==> src/rtl/bf16_pkg.sv <==
// bf16_pkg: shared BF16 types and constants
// for the streaming accumulator.
package bf16_pkg;

  localparam int E = 8;
  localparam int M = 7;

  typedef struct packed {
    logic         s;
    logic [E-1:0] e;
    logic [M-1:0] m;
  } bf16_t;

  localparam logic [E-1:0] BF16_EXP_ALL1 = '1;
  localparam bf16_t BF16_POS_ZERO = '0;
  localparam bf16_t BF16_ONE =
    {1'b0, 8'h7f, 7'h00};

  typedef enum logic [1:0] {
    IDLE = 2'd0,
    ACC  = 2'd1,
    DONE = 2'd2
  } acc_state_t;

  // Magnitude key; subnormals are flushed,
  // so they compare as zero.
  function automatic logic [E+M-1:0] mag(
    input bf16_t x
  );
    return (x.e == '0) ? '0 : {x.e, x.m};
  endfunction

endpackage

==> src/rtl/bf16_acc_add.sv <==
// bf16_acc_add: combinational BF16 adder,
// round-to-nearest-even, subnormals flushed.
import bf16_pkg::*;

module bf16_acc_add (
  input  bf16_t a_i,
  input  bf16_t b_i,
  output bf16_t sum_o
);

  // hidden + mantissa + guard/round/sticky
  localparam int W = M + 4;

  bf16_t          big;
  bf16_t          sml;
  logic           a_nan;
  logic           b_nan;
  logic           a_inf;
  logic           b_inf;
  logic           sub;
  logic           inc;
  logic           found;
  logic [E-1:0]   d;
  logic [3:0]     sh;
  logic [3:0]     lz;
  logic [W-1:0]   big_m;
  logic [W-1:0]   sml_m;
  logic [W-1:0]   sml_sh;
  logic [W-1:0]   norm;
  logic [2*W-1:0] sh_w;
  logic [W:0]     raw;
  logic [E+1:0]   ex;
  logic [M:0]     rnd;

  // Align, add/subtract, normalize, round.
  always_comb begin
    a_nan = (a_i.e == BF16_EXP_ALL1) &&
            (a_i.m != '0);
    b_nan = (b_i.e == BF16_EXP_ALL1) &&
            (b_i.m != '0);
    a_inf = (a_i.e == BF16_EXP_ALL1) &&
            (a_i.m == '0);
    b_inf = (b_i.e == BF16_EXP_ALL1) &&
            (b_i.m == '0);

    if (mag(b_i) > mag(a_i)) begin
      big = b_i;
      sml = a_i;
    end else begin
      big = a_i;
      sml = b_i;
    end

    big_m = (big.e == '0) ? '0 :
            {1'b1, big.m, 3'b000};
    sml_m = (sml.e == '0) ? '0 :
            {1'b1, sml.m, 3'b000};

    d = big.e - sml.e;
    if (d >= E'(W)) sh = 4'(W);
    else            sh = d[3:0];

    sh_w   = {sml_m, {W{1'b0}}} >> sh;
    sml_sh = sh_w[2*W-1:W] |
             {{(W-1){1'b0}}, |sh_w[W-1:0]};

    sub = big.s ^ sml.s;
    if (sub) raw = {1'b0, big_m} - {1'b0, sml_sh};
    else     raw = {1'b0, big_m} + {1'b0, sml_sh};

    lz    = '0;
    found = 1'b0;
    for (int i = W - 1; i >= 0; i--) begin
      if (!found && raw[i]) begin
        lz    = 4'(W - 1 - i);
        found = 1'b1;
      end
    end

    ex = {2'b00, big.e};
    if (raw[W]) begin
      norm = raw[W:1] | {{(W-1){1'b0}}, raw[0]};
      ex   = ex + (E+2)'(1);
    end else begin
      norm = raw[W-1:0] << lz;
      ex   = ex - (E+2)'(lz);
    end

    inc = norm[2] & (norm[3] | norm[1] | norm[0]);
    rnd = {1'b0, norm[W-2:3]} + (M+1)'(inc);
    if (rnd[M]) ex = ex + (E+2)'(1);

    sum_o = BF16_POS_ZERO;
    if (a_nan)
      sum_o = {a_i.s, BF16_EXP_ALL1, {M{1'b1}}};
    else if (b_nan)
      sum_o = {b_i.s, BF16_EXP_ALL1, {M{1'b1}}};
    else if (a_inf && b_inf && (a_i.s != b_i.s))
      sum_o = {1'b0, BF16_EXP_ALL1, {M{1'b1}}};
    else if (a_inf)
      sum_o = a_i;
    else if (b_inf)
      sum_o = b_i;
    else if (!norm[W-1])
      sum_o = {sub ? 1'b0 : big.s, {E{1'b0}}, {M{1'b0}}};
    else if (ex[E+1] || (ex == '0))
      sum_o = {big.s, {E{1'b0}}, {M{1'b0}}};
    else if (ex >= {2'b00, BF16_EXP_ALL1})
      sum_o = {big.s, BF16_EXP_ALL1, {M{1'b0}}};
    else
      sum_o = {big.s, ex[E-1:0], rnd[M-1:0]};
  end

endmodule

==> src/rtl/bf16_acc.sv <==
// bf16_acc: streaming BF16 packet accumulator
// with a saturating beat count.
import bf16_pkg::*;

module bf16_acc #(
  parameter int CW = 8
) (
  input  logic          clk,
  input  logic          rst,
  input  logic          in_valid_i,
  output logic          in_ready_o,
  input  logic          in_last_i,
  input  logic          s_i,
  input  logic [E-1:0]  e_i,
  input  logic [M-1:0]  m_i,
  output logic          out_valid_o,
  input  logic          out_ready_i,
  output logic          s_o,
  output logic [E-1:0]  e_o,
  output logic [M-1:0]  m_o,
  output logic [CW-1:0] cnt_o
);

  acc_state_t    state_q;
  acc_state_t    state_d;
  bf16_t         acc_q;
  bf16_t         acc_d;
  bf16_t         op;
  bf16_t         sum;
  logic [CW-1:0] cnt_q;
  logic [CW-1:0] cnt_d;
  logic          beat;
  logic          take;
  logic          done;

  assign op = {s_i, e_i, m_i};

  bf16_acc_add u_bf16_add (
    .a_i   (acc_q),
    .b_i   (op),
    .sum_o (sum)
  );

  // Handshake and gated result outputs.
  always_comb begin
    done        = (state_q == DONE);
    in_ready_o  = !done;
    out_valid_o = done;
    beat        = in_valid_i && in_ready_o;
    take        = out_valid_o && out_ready_i;
    s_o         = done ? acc_q.s : 1'b0;
    e_o         = done ? acc_q.e : '0;
    m_o         = done ? acc_q.m : '0;
    cnt_o       = done ? cnt_q : '0;
  end

  // Next state, sum and count.
  always_comb begin
    state_d = state_q;
    acc_d   = acc_q;
    cnt_d   = cnt_q;
    unique case (state_q)
      IDLE: begin
        if (beat) begin
          acc_d   = op;
          cnt_d   = CW'(1);
          state_d = in_last_i ? DONE : ACC;
        end
      end
      ACC: begin
        if (beat) begin
          acc_d   = sum;
          cnt_d   = (cnt_q == '1) ? cnt_q :
                    cnt_q + CW'(1);
          state_d = in_last_i ? DONE : ACC;
        end
      end
      DONE: begin
        if (take) state_d = IDLE;
      end
      default: state_d = IDLE;
    endcase
  end

  // State, accumulator and count registers.
  always_ff @(posedge clk) begin
    if (rst) begin
      state_q <= IDLE;
      acc_q   <= BF16_POS_ZERO;
      cnt_q   <= '0;
    end else begin
      state_q <= state_d;
      acc_q   <= acc_d;
      cnt_q   <= cnt_d;
    end
  end

endmodule

==> config.mk <==
export PLATFORM = sky130hd
export DESIGN_NAME = bf16_acc
export DESIGN_NICKNAME = d
export VERILOG_FILES = /design/src/rtl/bf16_pkg.sv /design/src/rtl/bf16_acc_add.sv /design/src/rtl/bf16_acc.sv
export SDC_FILE = /design/constraint.sdc
export NUM_CORES = 1
export LEC_CHECK = 0
export ABC_AREA = 1
export ABC_CLOCK_PERIOD_IN_PS = 9950
export BUFFER_PORTS_ARGS = -buffer_cell sky130_fd_sc_hd__buf_2
export CORE_MARGIN = 1.5
export CORE_UTILIZATION = 30
export CTS_BUF_LIST = sky130_fd_sc_hd__clkbuf_4 sky130_fd_sc_hd__clkbuf_8
export DETAILED_ROUTE_END_ITERATION = 10
export SYNTH_ARGS = -nofsm -noshare
export SYNTH_HDL_FRONTEND = slang
export SYNTH_SLANG_ARGS = --single-unit
==> constraint.sdc <==
create_clock -name clk -period 9.95 [get_ports clk]
set_input_delay 1.99 -clock clk [delete_from_list [all_inputs] [get_ports clk]]
set_output_delay 1.99 -clock clk [all_outputs]
set_load 0.005 [all_outputs]
; Word-level counts from Yosys, hierarchy flattened
; Cells that the tools add are included.
[totals]
regBits = 26
in_bits = 21
output_inout_bits = 26
elab_cells = 140
[op_classes]
n_addsub = 8
n_lt_le_gt_ge = 3
n_eq_ne = 14
n_shift = 2
muxes = 55
bitwise_logic = 6
reduce_logical = 47
[op_table]
columns = cell, count
row1 = 2-to-1 mux 16 bit, 10
row2 = 2-to-1 mux 15 bit, 4
row3 = 2-to-1 mux 8 bit, 5
row4 = 2-to-1 mux 11 bit, 3
row5 = logical NOT 8 bit, 4
row6 = one-hot mux 16 bit (2 select lines), 1
row7 = == test 8 bit (second input constant), 3
row8 = bitwise OR 11 x 1 -> 11 bit, 2
row9 = right shift 22 x 4 -> 22 bit, 1
row10 = 2-to-1 mux 10 bit, 2
row11 = logical AND 1 bit, 18
row12 = 2-to-1 mux 4 bit, 4
row13 = one-hot mux 8 bit (2 select lines), 1
row14 = > comparator 15 bit, 1
row15 = logical NOT 7 bit, 2
row16 = nonzero test 7 bit, 2
row17 = 2-to-1 mux 1 bit, 13
row18 = adder 11 x 11 -> 12 bit, 1
row19 = 2-to-1 mux 12 bit, 1
row20 = 2-to-1 mux 3 bit, 4
row21 = subtractor 11 x 11 -> 12 bit, 1
row22 = logical NOT 1 bit, 11
row23 = OR reduction 11 bit, 1
row24 = << shifter 11 x 4 -> 11 bit, 1
row25 = 29 further kinds, 39

; Logic depth before layout (Yosys ltp)
[depth]
ltp_word = 61
depth_mapped = 86
mapped_depth_nobuf = 85

; By module
; From an unflattened synthesis, not the netlist that was laid out.
[unflattened]
cells_unflattened = 1207
area_unflattened_um2 = 6523.8
[by_module_without_submodules]
columns = mod, n_inst, cells_per_inst, area_each_um2, seq_area_each_um2
row1 = bf16_acc_add, 1, 980, 5086.1, 0.0
row2 = bf16_acc, 1, 227, 1437.6, 520.5

; Worst setup path after synthesis
; Ideal clock, no wire load.
[synth_path]
path_type = input to register
from = input e_i[4]
to = register acc_q[7] (netlist bit)
setup_ns = 0.068
t_arrival_ns = 10.389
required_time_ns = 9.882
path_slack_ns = -0.507
stages = 78
path_buffers = 2
path_cell_list = nor4_1 -> nand4_1 -> inv_1 -> nor2_1 -> ha_1 -> nand2_1 -> nor2_2 -> nand2_1 -> nand2_1 -> nand2_1 -> nand2_4 -> nand2_2 -> buf_6 -> nand2_2 -> nand3_2 -> ha_1 -> inv_1 -> nand2_1 -> [42 not listed] -> nand2_1 -> xor2_1 -> nand2_1 -> nand2_1 -> inv_1 -> nor2_1 -> nand3_1 -> xor2_1 -> inv_1 -> o21ai_1 -> nor2_4 -> nand3_2 -> nand3_4 -> inv_2 -> nand2_1 -> nand2_1 -> nand2_1 -> a21oi_2
[synth_via]
elab_chain_len = 61
word_cells_on_any_way = 91
cone_classes = add/sub: 7 / order compare: 3 / eq/ne: 2 / shift: 2 / mux: 40 / bitwise: 6 / reduce/logical: 31
[synth_lines]
columns = item, line_no
row1 = start: declaration, bf16_acc.sv:14  ; input logic [E-1:0] e_i,
row2 = logical NOT 8 bit, bf16_pkg.sv:30  ; return (x.e == '0) ? '0 : {x.e, x.m};
row3 = 2-to-1 mux 15 bit, bf16_pkg.sv:30
row4 = > comparator 15 bit, bf16_acc_add.sv:46  ; if (mag(b_i) > mag(a_i)) begin
row5 = 2-to-1 mux 16 bit, bf16_acc_add.sv:46
row6 = subtractor 8 bit, bf16_acc_add.sv:59  ; d = big.e - sml.e;
row7 = greater-or-equal comparator 8 x 4 -> 1 bit, bf16_acc_add.sv:60  ; if (d >= E'(W)) sh = 4'(W);
row8 = 2-to-1 mux 4 bit, bf16_acc_add.sv:60
row9 = right shift 22 x 4 -> 22 bit, bf16_acc_add.sv:63  ; sh_w = {sml_m, {W{1'b0}}} >> sh;
row10 = [45 not listed], n/a
row11 = 2-to-1 mux 16 bit, bf16_acc_add.sv:104  ; else if (!norm[W-1])
row12 = 2-to-1 mux 16 bit, bf16_acc_add.sv:102  ; else if (b_inf)
row13 = 2-to-1 mux 16 bit, bf16_acc_add.sv:100  ; else if (a_inf)
row14 = 2-to-1 mux 16 bit, bf16_acc_add.sv:98  ; else if (a_inf && b_inf && (a_i.s != b_i.s))
row15 = 2-to-1 mux 16 bit, bf16_acc_add.sv:96  ; else if (b_nan)
row16 = 2-to-1 mux 16 bit, bf16_acc_add.sv:94  ; if (a_nan)
row17 = 2-to-1 mux 16 bit, bf16_acc.sv:71  ; if (beat) begin
row18 = one-hot mux 16 bit (2 select lines), bf16_acc.sv:62  ; unique case (state_q)
row19 = end signal: assignment, bf16_acc.sv:89  ; acc_q <= BF16_POS_ZERO;
row20 = end signal: assignment, bf16_acc.sv:93  ; acc_q <= acc_d;
row21 = end: declaration, bf16_acc.sv:26  ; bf16_t acc_q;
; Several ways; a longest one is shown, not always the timed one. The select of a mux whose other input is x is not followed.
; A chain may end at the register's enable or synchronous reset.

; Worst setup path in the final report
[layout_path]
from = input e_i[5]
to = register acc_q[5] (netlist bit)
; Same word-level chain as after synthesis.

==> impl_metrics.csv <==
group,metric,value,unit
floorplan,io_pins,47,
synthesis,yosysSeqAreaShare,8.35,%
min_path,min_path_type,"flip-flop to flip-flop",
routing,dr_total_vias,8131,
place,post-place-ws,-1.08,ns
critical_path,critPathMaxFanout,9,
synthesis,synth_area_per_cell,5.46,µm²
place,routabilityCongestion,0.914,
critical_path,crit_path_end_kind,"flip-flop",
power,p_leak,0.00461,µW
cells_and_area,final_nets,1444,
cells_and_area,antenna_cells,0,
clocking,cts_tree,"built",
timing,setup_viol,15,
timing,fin_skew,0.00455,ns
synthesis,synthAdderAreaFrac,8.15,%
routing,drtIter0Drc,540,
routing,routedWlPerCell,13.4,µm
timing,timing.slew.headroom,40.1,%
place,dp_hpwl,17700,µm
critical_path,critPathMaxStageDelay,0.41,ns
global_route,grt_overflow,0,
synthesis,synth-warning-count,0,
critical_path,crit_top_cell,"nand2_1",
timing,finalCriticalPeriod,10.73,ns
power,irDropWorstVdd,111,µV
critical_path,cp_slowest_cell,"a211oi_1",
synthesis,ys_top_cells_by_area,"nand2_1 21%, nand3_1 9.5%, inv_1 9.2%",
critical_path,crit_path_start_kind,"input port",
routing,drtPass1Iterations,5,
timing,hold_viol,0,
synthesis,syn_area,6230,µm²
routing,avgViaCountPerCell,4.92,
critical_path,worstPathArrival,10.96,ns
clocking,cts_hold_buf,0,
synthesis,synth.net_count,1202,
power,p_seq_share,6.2,%
synthesis,yosysTopAreaCellShare,20.5,%
floorplan,die_y,147,µm
timing,final_max_slew_viol_count,0,
floorplan,initial_utilization,30.7,%
critical_path,required,10.17,ns
synthesis,synthSimpleGateAreaFrac,50.6,%
synthesis,synth_mux_area_share,0,%
power,clockPowerShare,4.8,%
global_route,grt_max_degree,33,
cells_and_area,area_delta_synth_final,44.7,%
cells_and_area,layout_commonest_cell,"nand2_1",
place,port_buffers,46,
clocking,clk_pin_slew,0.10,ns
cells_and_area,fill_cells,2182,
global_route,grt_usage,20.0,%
synthesis,synth_top_family_by_area,"simple AND/OR/NAND/NOR gates",
power,powerDensity,215,nW/µm²
critical_path,crit_type,"input port to flip-flop",
synthesis,synth_edf_count,0,
global_route,grt_pass1_vias,7691,
synthesis,synth.distinct_cells,51,
timing,tightest_slew,0.897,ns
clocking,cts_inserted_buffers,3,
run_status,outcome,"finished with violations",
synthesis,ys.flop_type,"dfxtp_1",
floorplan,dieArea,21600,µm²
clocking,clock_sinks,26,
timing,rsz0062_at_grt,"true",
clocking,cts_max_level,1,
synthesis,yosys.area.top_type,"nand2_1",
power,swShare,52.7,%
floorplan,fp-row-count,52,
floorplan,die_x,147,µm
synthesis,synth_xor_area_share,5.98,%
run_status,failed_checks,"setup timing",
synthesis,synth-seq-cells,26,
power,comb_power_share,89.1,%
cells_and_area,drive_gt1_share,33.2,%
routing,drc_errors,0,
run,cap_violations,0,
routing,routed_wl,22100,µm
power,power.internal,918,µW
routing,final_antenna_net_count,0,
timing,fin_crit_sh,108,%
global_route,grt_pass1_wl,36300,µm
power,p_switching,1020,µW
clocking,clock_path_buffers,2,
timing,max_freq,0.0932,GHz
synthesis,synth_compound_area_share,13.2,%
timing,fin_ws,-0.782,ns
timing,finalSetupTns,-10.90,ns
synthesis,ys_async_sr_fraction,0,%
floorplan,core-area,20300,µm²
clocking,insertion_delay,0.28,ns
clocking,cts-root-buf,"clkbuf_8",
synthesis,syn_inst,1141,
cells_and_area,mostFrequentLayoutCells,"308 x nand2_1, 218 x buf_4, 145 x inv_1",
global_route,grt_antenna_before_repair,0,
[worst paths after layout]
| path | from | to | slack (ns) | cells after the start |
|---|---|---|---|---|
| worst min-delay path | cnt_q[6]$_SDFFE_PP0P_ | cnt_q[7]$_SDFFE_PP0P_ | 0.49 | 2 |
| worst max-delay path | e_i[5] | acc_q[5]$_SDFFE_PP0P_ | -0.78 | 74 |
| worst min register to register | cnt_q[6]$_SDFFE_PP0P_ | cnt_q[7]$_SDFFE_PP0P_ | 0.49 | 2 |
| worst max register to register | acc_q[8]$_SDFFE_PP0P_ | acc_q[5]$_SDFFE_PP0P_ | 0.50 | 79 |
[power by group through the flow]
stage,clock network (µW),logic [µW],registers (µW)
after CTS,93.8,1650,120
after global placement,0,1580,122
after global routing,97.0,1910,121
after detailed placement,0,1580,122
after floorplan,0,982,119
final,92.4,1730,120
[state kept, by name (all words and copies together) (netlist names)]
signal and flops:
acc_q 16, state_q 2, cnt_q 8
[routing by layer]
layer / GRT usage (%) / vias up / routed length (µm)
met1: 27.6 / 3703 / 10300
met3: 1.52 / 25 / 1010
li1: - / 4172 / -
met5: 0 / - / 0
met2: 34.3 / 231 / 10500
met4: 3.65 / 0 / 318
[cells in the mapped netlist, drive strengths merged (3+ instances only)]
cell type / number
nand2: 359
inv: 168
nand3: 128
nor2: 124
a21oi: 60
o21ai: 54
nand4: 42
ha: 39
xor2: 30
dfxtp: 26
clkbuf: 20
buf: 18
nor4: 13
a211oi: 12
xnor2: 10
nor3: 7
a31oi: 3
and2: 3
clkinv: 3
or2: 3
[area by class of cell]
class	instances	area [µm²]	area share [%]
clock buffer	3	41.3	0.458
multi-input combinational	907	5410	60.0
inverter	171	657	7.29
timing repair buffer	274	2020	22.4
tap	270	338	3.75
clock inverter	1	30.0	0.333
sequential	26	520	5.77
[cell families after synthesis]
family          count (synthesis)
buf+inv                       209
simple gates                  685
compound gates                141
xor+xnor                       40
fa+ha+maj                      40
flops                          26
[worst max-delay path, delay by kind of cell]
kind	cells	cell delay [ns]
AND/OR/NAND/NOR	41	4.30
buffers and inverters	22	2.47
AO/OA/AOI/OAI	6	1.07
adder cells (fa/ha/maj)	3	0.79
XOR/XNOR	2	0.30
[per-stage QoR]
stage / hold slack (ns) / instances / total power (µW) / area [µm²] / util [%]
detailed placement: 0.471 / 1611 / 1700 / 8250 / 40.6
finish: 0.492 / 1652 / 1940 / 9010 / 44.4
global placement: 0.470 / 1611 / 1700 / 8250 / 40.6
floorplan: 0.461 / 1141 / 1100 / 6440 / -
global route: 0.512 / 1652 / 2120 / 9010 / 44.4
CTS: 0.493 / 1642 / 1860 / 8710 / 42.9
[timing repair]
action / 4_1_cts / 5_1_grt
buffers inserted: 26 / 10
gates cloned: 1 / 0
resized for setup: 49 / 58
pin swaps: 47 / 59
setup endpoints to repair: 15 / 15
hold endpoints to repair: 0 / 0
No activity file was read; power rests on OpenSTA's default activity.
